==> config.mk <==
export PLATFORM = sky130hd
export DESIGN_NAME = addn_seq_flat
export DESIGN_NICKNAME = d
export VERILOG_FILES = /design/src/rtl/addn_seq_if.sv /design/src/rtl/addn_seq.sv /design/src/flat_wrapper.sv
export SDC_FILE = /design/constraint.sdc
export NUM_CORES = 1
export LEC_CHECK = 0
export BUFFER_PORTS_ARGS = -buffer_cell sky130_fd_sc_hd__buf_2
export CORE_UTILIZATION = 40
export DETAILED_ROUTE_END_ITERATION = 8
export GPL_TIMING_DRIVEN = 0
export PLACE_DENSITY = 0.68
export SETUP_SLACK_MARGIN = 0.05
export SLEW_MARGIN = 20
export SYNTH_ARGS = -nofsm -noshare
export SYNTH_HDL_FRONTEND = slang
export SYNTH_SLANG_ARGS = --single-unit
==> constraint.sdc <==
create_clock -name clk -period 8.6 [get_ports clk]
set_clock_uncertainty 0.15 [all_clocks]
set_input_delay 0.86 -clock clk [delete_from_list [all_inputs] [get_ports clk]]
set_output_delay 0.86 -clock clk [all_outputs]
set_load 0.1 [all_outputs]
==> src/rtl/addn_seq_if.sv <==
// Handshake and operand/result bundle for the multi-cycle adder addn_seq.
// The requester drives start and the operands; the adder returns busy/done and
// the registered result.
interface addn_seq_if #(
    parameter int WIDTH = 16
);
    logic             start;
    logic [WIDTH-1:0] A;
    logic [WIDTH-1:0] B;
    logic             Cin;
    logic             busy;
    logic             done;
    logic [WIDTH-1:0] Sum;
    logic             Cout;
    logic             Ovf;

    // Requester side: issues operations and observes results.
    modport master (
        output start, A, B, Cin,
        input  busy, done, Sum, Cout, Ovf
    );

    // Adder side: accepts operations and publishes results.
    modport slave (
        input  start, A, B, Cin,
        output busy, done, Sum, Cout, Ovf
    );
endinterface

==> src/rtl/addn_seq.sv <==
// Multi-cycle adder: computes A + B + Cin over WIDTH bits, CHUNK bits per clock.
// An operation is accepted in IDLE, then RUN adds one chunk per edge, least
// significant chunk first, rippling the carry through a register. On the last
// chunk the completed sum, carry-out and signed overflow are published together
// with a one-cycle done pulse. Every output comes straight from a flop.
// WIDTH must be a non-zero multiple of CHUNK.
module addn_seq #(
    parameter int WIDTH = 16,
    parameter int CHUNK = 4
) (
    input  logic     clk,
    input  logic     rst,
    addn_seq_if.slave bus
);

    localparam int NCHUNK = WIDTH / CHUNK;
    localparam int CW     = (NCHUNK > 1) ? $clog2(NCHUNK) : 1;
    localparam logic [CW-1:0] LAST_CHUNK = CW'(NCHUNK - 1);

    typedef enum logic {
        IDLE = 1'b0,
        RUN  = 1'b1
    } state_t;

    // Registered state
    state_t           state_q;
    logic [WIDTH-1:0] a_q;
    logic [WIDTH-1:0] b_q;
    logic             carry_q;
    logic [WIDTH-1:0] part_q;
    logic [CW-1:0]    cnt_q;
    logic [WIDTH-1:0] sum_q;
    logic             cout_q;
    logic             ovf_q;
    logic             busy_q;
    logic             done_q;

    // Next-state values
    state_t           state_d;
    logic [WIDTH-1:0] a_d;
    logic [WIDTH-1:0] b_d;
    logic             carry_d;
    logic [WIDTH-1:0] part_d;
    logic [CW-1:0]    cnt_d;
    logic [WIDTH-1:0] sum_d;
    logic             cout_d;
    logic             ovf_d;
    logic             busy_d;
    logic             done_d;

    // Chunk datapath
    int               base;
    logic [CHUNK-1:0] a_k;
    logic [CHUNK-1:0] b_k;
    logic [CHUNK:0]   chunk_sum;

    // Select the current chunk of each operand and add it with the stored carry.
    always_comb begin
        // NOTE: every variable assigned in a combinational block gets a value
        // at the top, so no path through the block can infer a latch.
        base      = int'(cnt_q) * CHUNK;
        a_k       = a_q[base +: CHUNK];
        b_k       = b_q[base +: CHUNK];
        chunk_sum = {1'b0, a_k} + {1'b0, b_k} + {{CHUNK{1'b0}}, carry_q};
    end

    // Next-state and output decode for the IDLE/RUN controller.
    always_comb begin
        state_d = state_q;
        a_d     = a_q;
        b_d     = b_q;
        carry_d = carry_q;
        part_d  = part_q;
        cnt_d   = cnt_q;
        sum_d   = sum_q;
        cout_d  = cout_q;
        ovf_d   = ovf_q;
        done_d  = 1'b0;

        case (state_q)
            IDLE: begin
                if (bus.start) begin
                    a_d     = bus.A;
                    b_d     = bus.B;
                    carry_d = bus.Cin;
                    part_d  = '0;
                    cnt_d   = '0;
                    state_d = RUN;
                end
            end

            RUN: begin
                part_d[base +: CHUNK] = chunk_sum[CHUNK-1:0];
                carry_d               = chunk_sum[CHUNK];
                if (cnt_q == LAST_CHUNK) begin
                    // Publish the finished word; part_d already holds the top chunk.
                    sum_d   = part_d;
                    cout_d  = chunk_sum[CHUNK];
                    ovf_d   = (a_q[WIDTH-1] == b_q[WIDTH-1]) &&
                              (part_d[WIDTH-1] != a_q[WIDTH-1]);
                    done_d  = 1'b1;
                    cnt_d   = '0;
                    state_d = IDLE;
                end else begin
                    cnt_d = cnt_q + CW'(1);
                end
            end

            default: begin
                state_d = IDLE;
            end
        endcase

        busy_d = (state_d == RUN);
    end

    // State register with synchronous reset that clears every flop.
    always_ff @(posedge clk) begin
        // NOTE: sequential state uses non-blocking assignments so all flops
        // update together from values sampled before the edge.
        if (rst) begin
            state_q <= IDLE;
            a_q     <= '0;
            b_q     <= '0;
            carry_q <= 1'b0;
            part_q  <= '0;
            cnt_q   <= '0;
            sum_q   <= '0;
            cout_q  <= 1'b0;
            ovf_q   <= 1'b0;
            busy_q  <= 1'b0;
            done_q  <= 1'b0;
        end else begin
            state_q <= state_d;
            a_q     <= a_d;
            b_q     <= b_d;
            carry_q <= carry_d;
            part_q  <= part_d;
            cnt_q   <= cnt_d;
            sum_q   <= sum_d;
            cout_q  <= cout_d;
            ovf_q   <= ovf_d;
            busy_q  <= busy_d;
            done_q  <= done_d;
        end
    end

    assign bus.busy = busy_q;
    assign bus.done = done_q;
    assign bus.Sum  = sum_q;
    assign bus.Cout = cout_q;
    assign bus.Ovf  = ovf_q;

endmodule

==> src/flat_wrapper.sv <==
// flat-port wrapper written by rule: the top's interface ports become plain ports
module addn_seq_flat 
#(
    parameter int WIDTH = 16,
    parameter int CHUNK = 4
)
  (clk, rst, bus_start, bus_A, bus_B, bus_Cin, bus_busy, bus_done, bus_Sum, bus_Cout, bus_Ovf);
  addn_seq_if #(.WIDTH(WIDTH)) bus_i ();
  input  logic clk;
  input  logic rst;
  input wire logic [$bits(bus_i.start)-1:0] bus_start;
  input wire logic [$bits(bus_i.A)-1:0] bus_A;
  input wire logic [$bits(bus_i.B)-1:0] bus_B;
  input wire logic [$bits(bus_i.Cin)-1:0] bus_Cin;
  output wire logic [$bits(bus_i.busy)-1:0] bus_busy;
  output wire logic [$bits(bus_i.done)-1:0] bus_done;
  output wire logic [$bits(bus_i.Sum)-1:0] bus_Sum;
  output wire logic [$bits(bus_i.Cout)-1:0] bus_Cout;
  output wire logic [$bits(bus_i.Ovf)-1:0] bus_Ovf;
  assign bus_i.start = bus_start;
  assign bus_i.A = bus_A;
  assign bus_i.B = bus_B;
  assign bus_i.Cin = bus_Cin;
  assign bus_busy = bus_i.busy;
  assign bus_done = bus_i.done;
  assign bus_Sum = bus_i.Sum;
  assign bus_Cout = bus_i.Cout;
  assign bus_Ovf = bus_i.Ovf;
  addn_seq #(.WIDTH(WIDTH), .CHUNK(CHUNK)) u_core (.clk(clk), .rst(rst), .bus(bus_i));
endmodule
==> metrics, run 1 <==
fill cell count=768; H-Tree Depth=3; crit end category=flip-flop; fin util=0.485; post_cts resized=0; RSZ-0062 raised after global routing=false; global-route wire length before repair=12.3 mm; Reg2Reg Depth=9; WHS Path Cells=2; die height=91.2 µm; async set-reset flop share out of synthesis=0; Synth area leaders=dfxtp_1 (45%), nand2_1 (8.6%), a21oi_1 (8.3%); minimum hold slack=0.305 ns; P&R area growth vs syn=17.8%; Netlist cell types=41; DR iter-0 viols=157; Worst Tran Pin Value=0.530 ns; Post-synth EDFFs=0; Mapped Nets=410; Syn Std Cell Area=3180 µm²; cts hold-fix bufs=0; Clock Path Buffers=2; worst vdd rail ir drop=0.0934 mV; vias in the first global route=2567; total chip power=0.671 mW; Sw Ratio=0.283; IO Count=56; diodes inserted=0; Startpoint Class=flip-flop; final worst-path cycle share=0.367; Nets=474; max-slew violation count=0; part of the power in the clock network=0.353; routed wire length=7.27 mm; # port buffers=53; CP Data Arrival Time=3.25 ns; Placed Instances=518; Yosys top cell by area=dfxtp_1; FF+latch count, synth=71; setup TNS=0 ns; WL/cell=13.6 µm; GRT Util Overall=0.191; number of setup buffers added after CTS=0; Final min period=3.15 ns; worst-skew pair later-pin latency=0.36 ns; Sw Pwr=0.190 mW; CTS tree=built; clock transition at the registers of the reported paths=0.08 ns; cells after synthesis=363; Crit Path Class=reg -> reg; Core Box Area=7730 µm²; CTS Root Cell=clkbuf_8; post-route DRC violation count=0; most frequent cells in the layout=nand2_1 (73), dfxtp_1 (71), buf_2 (64), a21oi_1 (53), nor2_1 (19); die width=91.2 µm; final hold viol count=0; worst rel slew slack=0.642; Syn. warnings=0; Reg power frac=0.516; Die Area=8310 µm²; initial antenna violation count=0; mean cell area of the mapped netlist=8.76 µm²; multi-input logic area=1540 µm²; Internal Power=0.481 mW; # setup viols final=0; ys flop type=dfxtp_1; Vias/cell=5.07; Vias=2708; largest net degree at the start of global routing=14; row count=32; Initial Utilization=0.412; clk sinks=71; drt pass-1 iters=4; gpl congestion=0.841; r2r setup slk=5.45 ns; layout cells sized above 1=0.234; max cap viols=0; Power Density=179 nW/µm²; crit-path max FO=10; gr ovfl total=0; post-detail-place hpwl=5.34 mm; Synth top area share=0.447; Logic pwr share=0.132; storage element area=1420 µm²; status=complete, no violations; Lkg Pwr=1.53 nW; TritonCTS Buffers=9; worst hold path type=reg -> reg; most common cell after layout, fill and taps aside=nand2_1; fmax=317 MHz; critical path data required time=8.70 ns; Seq/Total Area, Yosys=0.447; non-filler cells, final=534; post-route ant nets=0
-- synthesized netlist by cell type, drive strengths merged, types with 2 or more instances --
cell    number
xnor2        2
o21ai        9
nand3        7
nor2        19
mux4         8
a31o         2
clkbuf      11
nand2       73
o22ai        6
a21oi       55
a211oi       5
nand4        2
dfxtp       71
nor3b        2
nor2b        7
fa           2
ha           9
nor3        13
a21o         2
inv         18
buf         15
a22o        13
-- flip-flops by register name, indices dropped and copies added, names as in the netlist --
name	count
u_core.a_q	16
u_core.b_q	16
u_core.bus.Sum	16
u_core.part_q	16
u_core.cnt_q	2
u_core.bus.Cout	1
u_core.bus.Ovf	1
u_core.bus.busy	1
u_core.bus.done	1
u_core.carry_q	1
-- through the flow --
step | worst slack [ns] | cell area (µm²)
after floorplan | 5.83 | 3180
after global routing | 5.26 | 3750
after global placement | 5.48 | 3570
after CTS | 5.43 | 3750
final | 5.45 | 3750
after detailed placement | 5.44 | 3570
-- area by class of cell --
| class | count | area share |
|---|---|---|
| Clock inverter | 6 | 0.0124 |
| Tap cell | 102 | 0.0341 |
| Sequential cell | 71 | 0.379 |
| Inverter | 19 | 0.0204 |
| Multi-Input combinational cell | 247 | 0.410 |
| Timing Repair Buffer | 53 | 0.0708 |
| Buffer | 26 | 0.0391 |
| Clock buffer | 10 | 0.0341 |
-- per-layer routing --
| layer | up-vias | routed length (µm) | track usage |
|---|---|---|---|
| li1 | 1375 | - | - |
| met4 | 0 | 180 | 0.0847 |
| met3 | 17 | 369 | 0.0536 |
| met2 | 95 | 3310 | 0.301 |
| met1 | 1221 | 3410 | 0.244 |
| met5 | - | 0 | 0 |
-- power by group through the flow --
stage / clock network [mW] / registers (mW) / logic, mW
3_5_place_dp: 0 / 0.353 / 0.0884
3_3_place_gp: 0 / 0.353 / 0.0871
4_1_cts: 0.241 / 0.346 / 0.0887
5_1_grt: 0.256 / 0.347 / 0.0989
6_report: 0.237 / 0.346 / 0.0884
2_1_floorplan: 0 / 0.354 / 0.0603
-- logic make-up after synthesis --
kind of cell / synth area share
compound gates: 0.178
xor+xnor: 0.0106
fa+ha+maj: 0.0480
buf+inv: 0.0700
flops: 0.447
mux: 0.0602
simple gates: 0.186
-- critical path, cell delays in order, from the launching register on --
cell     delay (ns)
dfxtp_1        0.39
buf_4          0.20
buf_4          0.24
mux4_2         0.55
fa_1           0.42
inv_1          0.08
fa_1           0.23
xor2_1         0.34
o22ai_1        0.19
a22o_1         0.24
-- final timing paths --
check	to	from
setup / recovery	u_core.bus.Sum[10]	u_core.cnt_q[0]
hold / removal	u_core.a_q[5]	u_core.a_q[5]
setup reg to reg	u_core.bus.Sum[10]	u_core.cnt_q[0]
hold reg to reg	u_core.a_q[5]	u_core.a_q[5]
No activity file was read; power rests on OpenSTA's default activity.
==> run 2: changes to the inputs <==
--- a/config.mk
+++ b/config.mk
@@ -5,11 +5,12 @@
 export SDC_FILE = /design/constraint.sdc
 export NUM_CORES = 1
 export LEC_CHECK = 0
+export ABC_AREA = 1
 export BUFFER_PORTS_ARGS = -buffer_cell sky130_fd_sc_hd__buf_2
 export CORE_UTILIZATION = 40
 export DETAILED_ROUTE_END_ITERATION = 8
 export GPL_TIMING_DRIVEN = 0
-export PLACE_DENSITY = 0.68
+export PLACE_DENSITY = 0.71
 export SETUP_SLACK_MARGIN = 0.05
 export SLEW_MARGIN = 20
 export SYNTH_ARGS = -nofsm -noshare
==> constraint.sdc (replaced) <==
create_clock -name clk -period 2.5 [get_ports clk]
set_clock_uncertainty 0.15 [all_clocks]
set_input_delay 0.25 -clock clk [delete_from_list [all_inputs] [get_ports clk]]
set_output_delay 0.25 -clock clk [all_outputs]
set_load 0.1 [all_outputs]
==> metrics, run 2 <==
status=complete, but fails checks (was complete, no violations); failing checks=negative setup slack; RSZ-0062 raised after global routing=true (was false); post-detail-place hpwl=5.86 mm (was 5.34 mm); fmax=375 MHz (was 317 MHz); post-route DRC violation count=0 (unchanged); clk sinks=71 (unchanged); most frequent cells in the layout=nor2_1 (83), nand2_1 (76), dfxtp_1 (69), buf_2 (67), o21ai_0 (34) (was nand2_1 (73), dfxtp_1 (71), buf_2 (64), a21oi_1 (53), nor2_1 (19)); crit end category=flip-flop (unchanged); Crit Path Class=reg -> reg (unchanged); Final min period=2.67 ns (was 3.15 ns); worst vdd rail ir drop=0.294 mV (was 0.0934 mV); Lkg Pwr=1.90 nW (was 1.53 nW); Vias=3182 (was 2708); async set-reset flop share out of synthesis=0 (unchanged); worst-skew pair later-pin latency=0.35 ns (was 0.36 ns); Final Cell Area=4290 µm² (was 3750 µm²); Mapped Nets=471 (was 410); Netlist cell types=33 (was 41); most frequent cell after synthesis=nor2_1 (was nand2_1); layout cells sized above 1=0.299 (was 0.234); # port buffers=55 (was 53); clock transition at the registers of the reported paths=0.07 ns (was 0.08 ns); setup TNS=-0.745 ns (was 0 ns); Nets=570 (was 474); critical path data required time=2.63 ns (was 8.70 ns); worst hold path type=in -> reg (was reg -> reg); ys flop type=dfxtp_1 (unchanged); Post-synth EDFFs=0 (unchanged); Synth area leaders=dfxtp_1 (45%), nor2_1 (11%), nand2_1 (9.4%) (was dfxtp_1 (45%), nand2_1 (8.6%), a21oi_1 (8.3%)); routed wire length=8.66 mm (was 7.27 mm); Seq/Total Area, Yosys=0.450 (was 0.447); Syn Std Cell Area=3160 µm² (was 3180 µm²); diodes inserted=0 (unchanged); Cell Area, Placed=3590 µm² (was 3570 µm²); Clock Path Buffers=2 (unchanged); Synth top area share=0.450 (was 0.447); H-Tree Depth=3 (unchanged); largest net degree at the start of global routing=13 (was 14); Startpoint Class=flip-flop (unchanged); Worst Tran Pin Value=0.498 ns (was 0.530 ns); gr ovfl total=0 (unchanged); gpl congestion=0.864 (was 0.841); final hold viol count=0 (unchanged); CTS Root Cell=clkbuf_8 (unchanged); Adder-Cell Fraction of Synth Area=0.0483 (was 0.0480); final worst-path cycle share=1.07 (was 0.367); initial antenna violation count=0 (unchanged); die width=90.9 µm (was 91.2 µm); worst rel slew slack=0.668 (was 0.642); WL/cell=13.8 µm (was 13.6 µm); mean cell area of the mapped netlist=7.45 µm² (was 8.76 µm²); minimum hold slack=0.00703 ns (was 0.305 ns); row count=32 (unchanged); die height=90.9 µm (was 91.2 µm); Power Density=612 nW/µm² (was 179 nW/µm²); Core Box Area=7690 µm² (was 7730 µm²); max cap viols=0 (unchanged); most common cell after layout, fill and taps aside=nor2_1 (was nand2_1); mux share of post-synthesis cell area=0 (was 0.0602); GRT Util Overall=0.224 (was 0.191); Post-Synth XOR/XNOR Area=0.00277 (was 0.0106); Yosys top cell by area=dfxtp_1 (unchanged); TritonCTS Buffers=9 (unchanged); FF+latch count, synth=71 (unchanged); P&R area growth vs syn=35.8% (was 17.8%); global-route wire length before repair=14.6 mm (was 12.3 mm); CTS tree=built (unchanged); DR iter-0 viols=162 (was 157); IO Count=56 (unchanged); Syn. warnings=0 (unchanged); vias in the first global route=3205 (was 2567); Die Area=8260 µm² (was 8310 µm²); # setup viols final=11 (was 0); max-slew violation count=0 (unchanged); Synth Area in Simple Gates=0.259 (was 0.186); crit-path max FO=7 (was 10); commonest cells in the netlist=nor2_1 (89), nand2_1 (79), dfxtp_1 (71), o21ai_0 (38), nand3_1 (22) (was nand2_1 (73), dfxtp_1 (71), a21oi_1 (53), nor2_1 (19), inv_1 (18)); Compound-Gate Fraction of Synth Area=0.173 (was 0.178); main combinational cell family by area after synthesis=simple AND/OR/NAND/NOR gates (unchanged); cells after synthesis=424 (was 363); post-route ant nets=0 (unchanged); drt pass-1 iters=4 (unchanged); worst setup margin=-0.166 ns (was 5.45 ns); Initial Utilization=0.411 (was 0.412); CP Data Arrival Time=2.80 ns (was 3.25 ns); Vias/cell=5.07 (about the same)
[run 2: cell types whose count changed after synthesis, moves of 5 or more]
cell       before  now
nor2_1         19   89
a21oi_1        53   13
o21ai_0         9   38
o21ai_1         0   17
nand3_1         7   22
nor3_1         13    0
a22o_1         13    2
mux4_2          8    0
nor2b_1         7    0
nand2_1        73   79
a211oi_1        5    0
a2bb2oi_1       0    5
[run 2: timing repair]
action,in CTS,in global routing
resized for setup,32,21
setup endpoints to repair,20,27
hold buffers,12,0
gates cloned,1,0
endpoints found under the hold margin,12,0
pin swaps,14,15
setup buffers,14,6
[run 2: kinds of logic after synthesis]
kind of cell / Yosys count
adder cells (fa/ha/maj): 11
buffers and inverters: 47
AO/OA/AOI/OAI: 94
AND/OR/NAND/NOR: 200
flip-flops: 71
XOR/XNOR: 1
[run 2: final timing paths]
path,startpoint,endpoint,slack [ns],cells after the start
hold / removal,bus_A[11],u_core.a_q[11],0.007,3
setup / recovery,u_core.cnt_q[0],u_core.part_q[5],-0.17,13
hold reg to reg,u_core.bus.Sum[8],u_core.bus.Sum[8],0.32,2
setup reg to reg,u_core.cnt_q[0],u_core.part_q[5],-0.17,13
[run 2: area by class of cell]
type	count	area, µm²
fill	733	3400
multi-input combinational	306	1720
sequential	71	1430
timing repair buffer	88	582
buffer	24	171
clock buffer	12	165
tap	102	128
inverter	23	91.3
clock inverter	1	5.00
[run 2: worst max-delay path, stage by stage (launching register included)]
cell and delay, ns:
dfxtp_4 0.37, buf_8 0.13, clkbuf_16 0.15, nor2_2 0.14, o22ai_4 0.10, fa_2 0.37
inv_2 0.07, fa_2 0.47, nor2_4 0.14, inv_2 0.05, nor2_4 0.10, a22o_1 0.17
nand2_1 0.05, a21oi_1 0.13
[run 2: power breakdown]
| group | total, mW | internal (mW) | switching [mW] |
|---|---|---|---|
| Combinational | 0.586 | 0.264 | 0.322 |
| Clock | 0.825 | 0.424 | 0.402 |
| Sequential | 1.22 | 1.18 | 0.0353 |
| Total | 2.63 | 1.87 | 0.759 |
[run 2: through the flow]
step	worst slack, ns	power [mW]	cells	util
after detailed placement	-0.474	1.64	581	0.467
after global placement	-0.412	1.62	581	0.467
after global routing	-0.275	2.75	627	0.558
after CTS	-0.180	2.55	621	0.540
final	-0.166	2.63	627	0.558
after floorplan	0.0114	1.51	424	-
[run 2: layer usage]
metal | share of wire | up-vias | global-route usage
met2 | 0.51 | 88 | 0.402
met5 | 0 | - | 0
met4 | 0.020 | 0 | 0.0833
met1 | 0.42 | 1493 | 0.256
li1 | - | 1586 | -
met3 | 0.051 | 15 | 0.0547
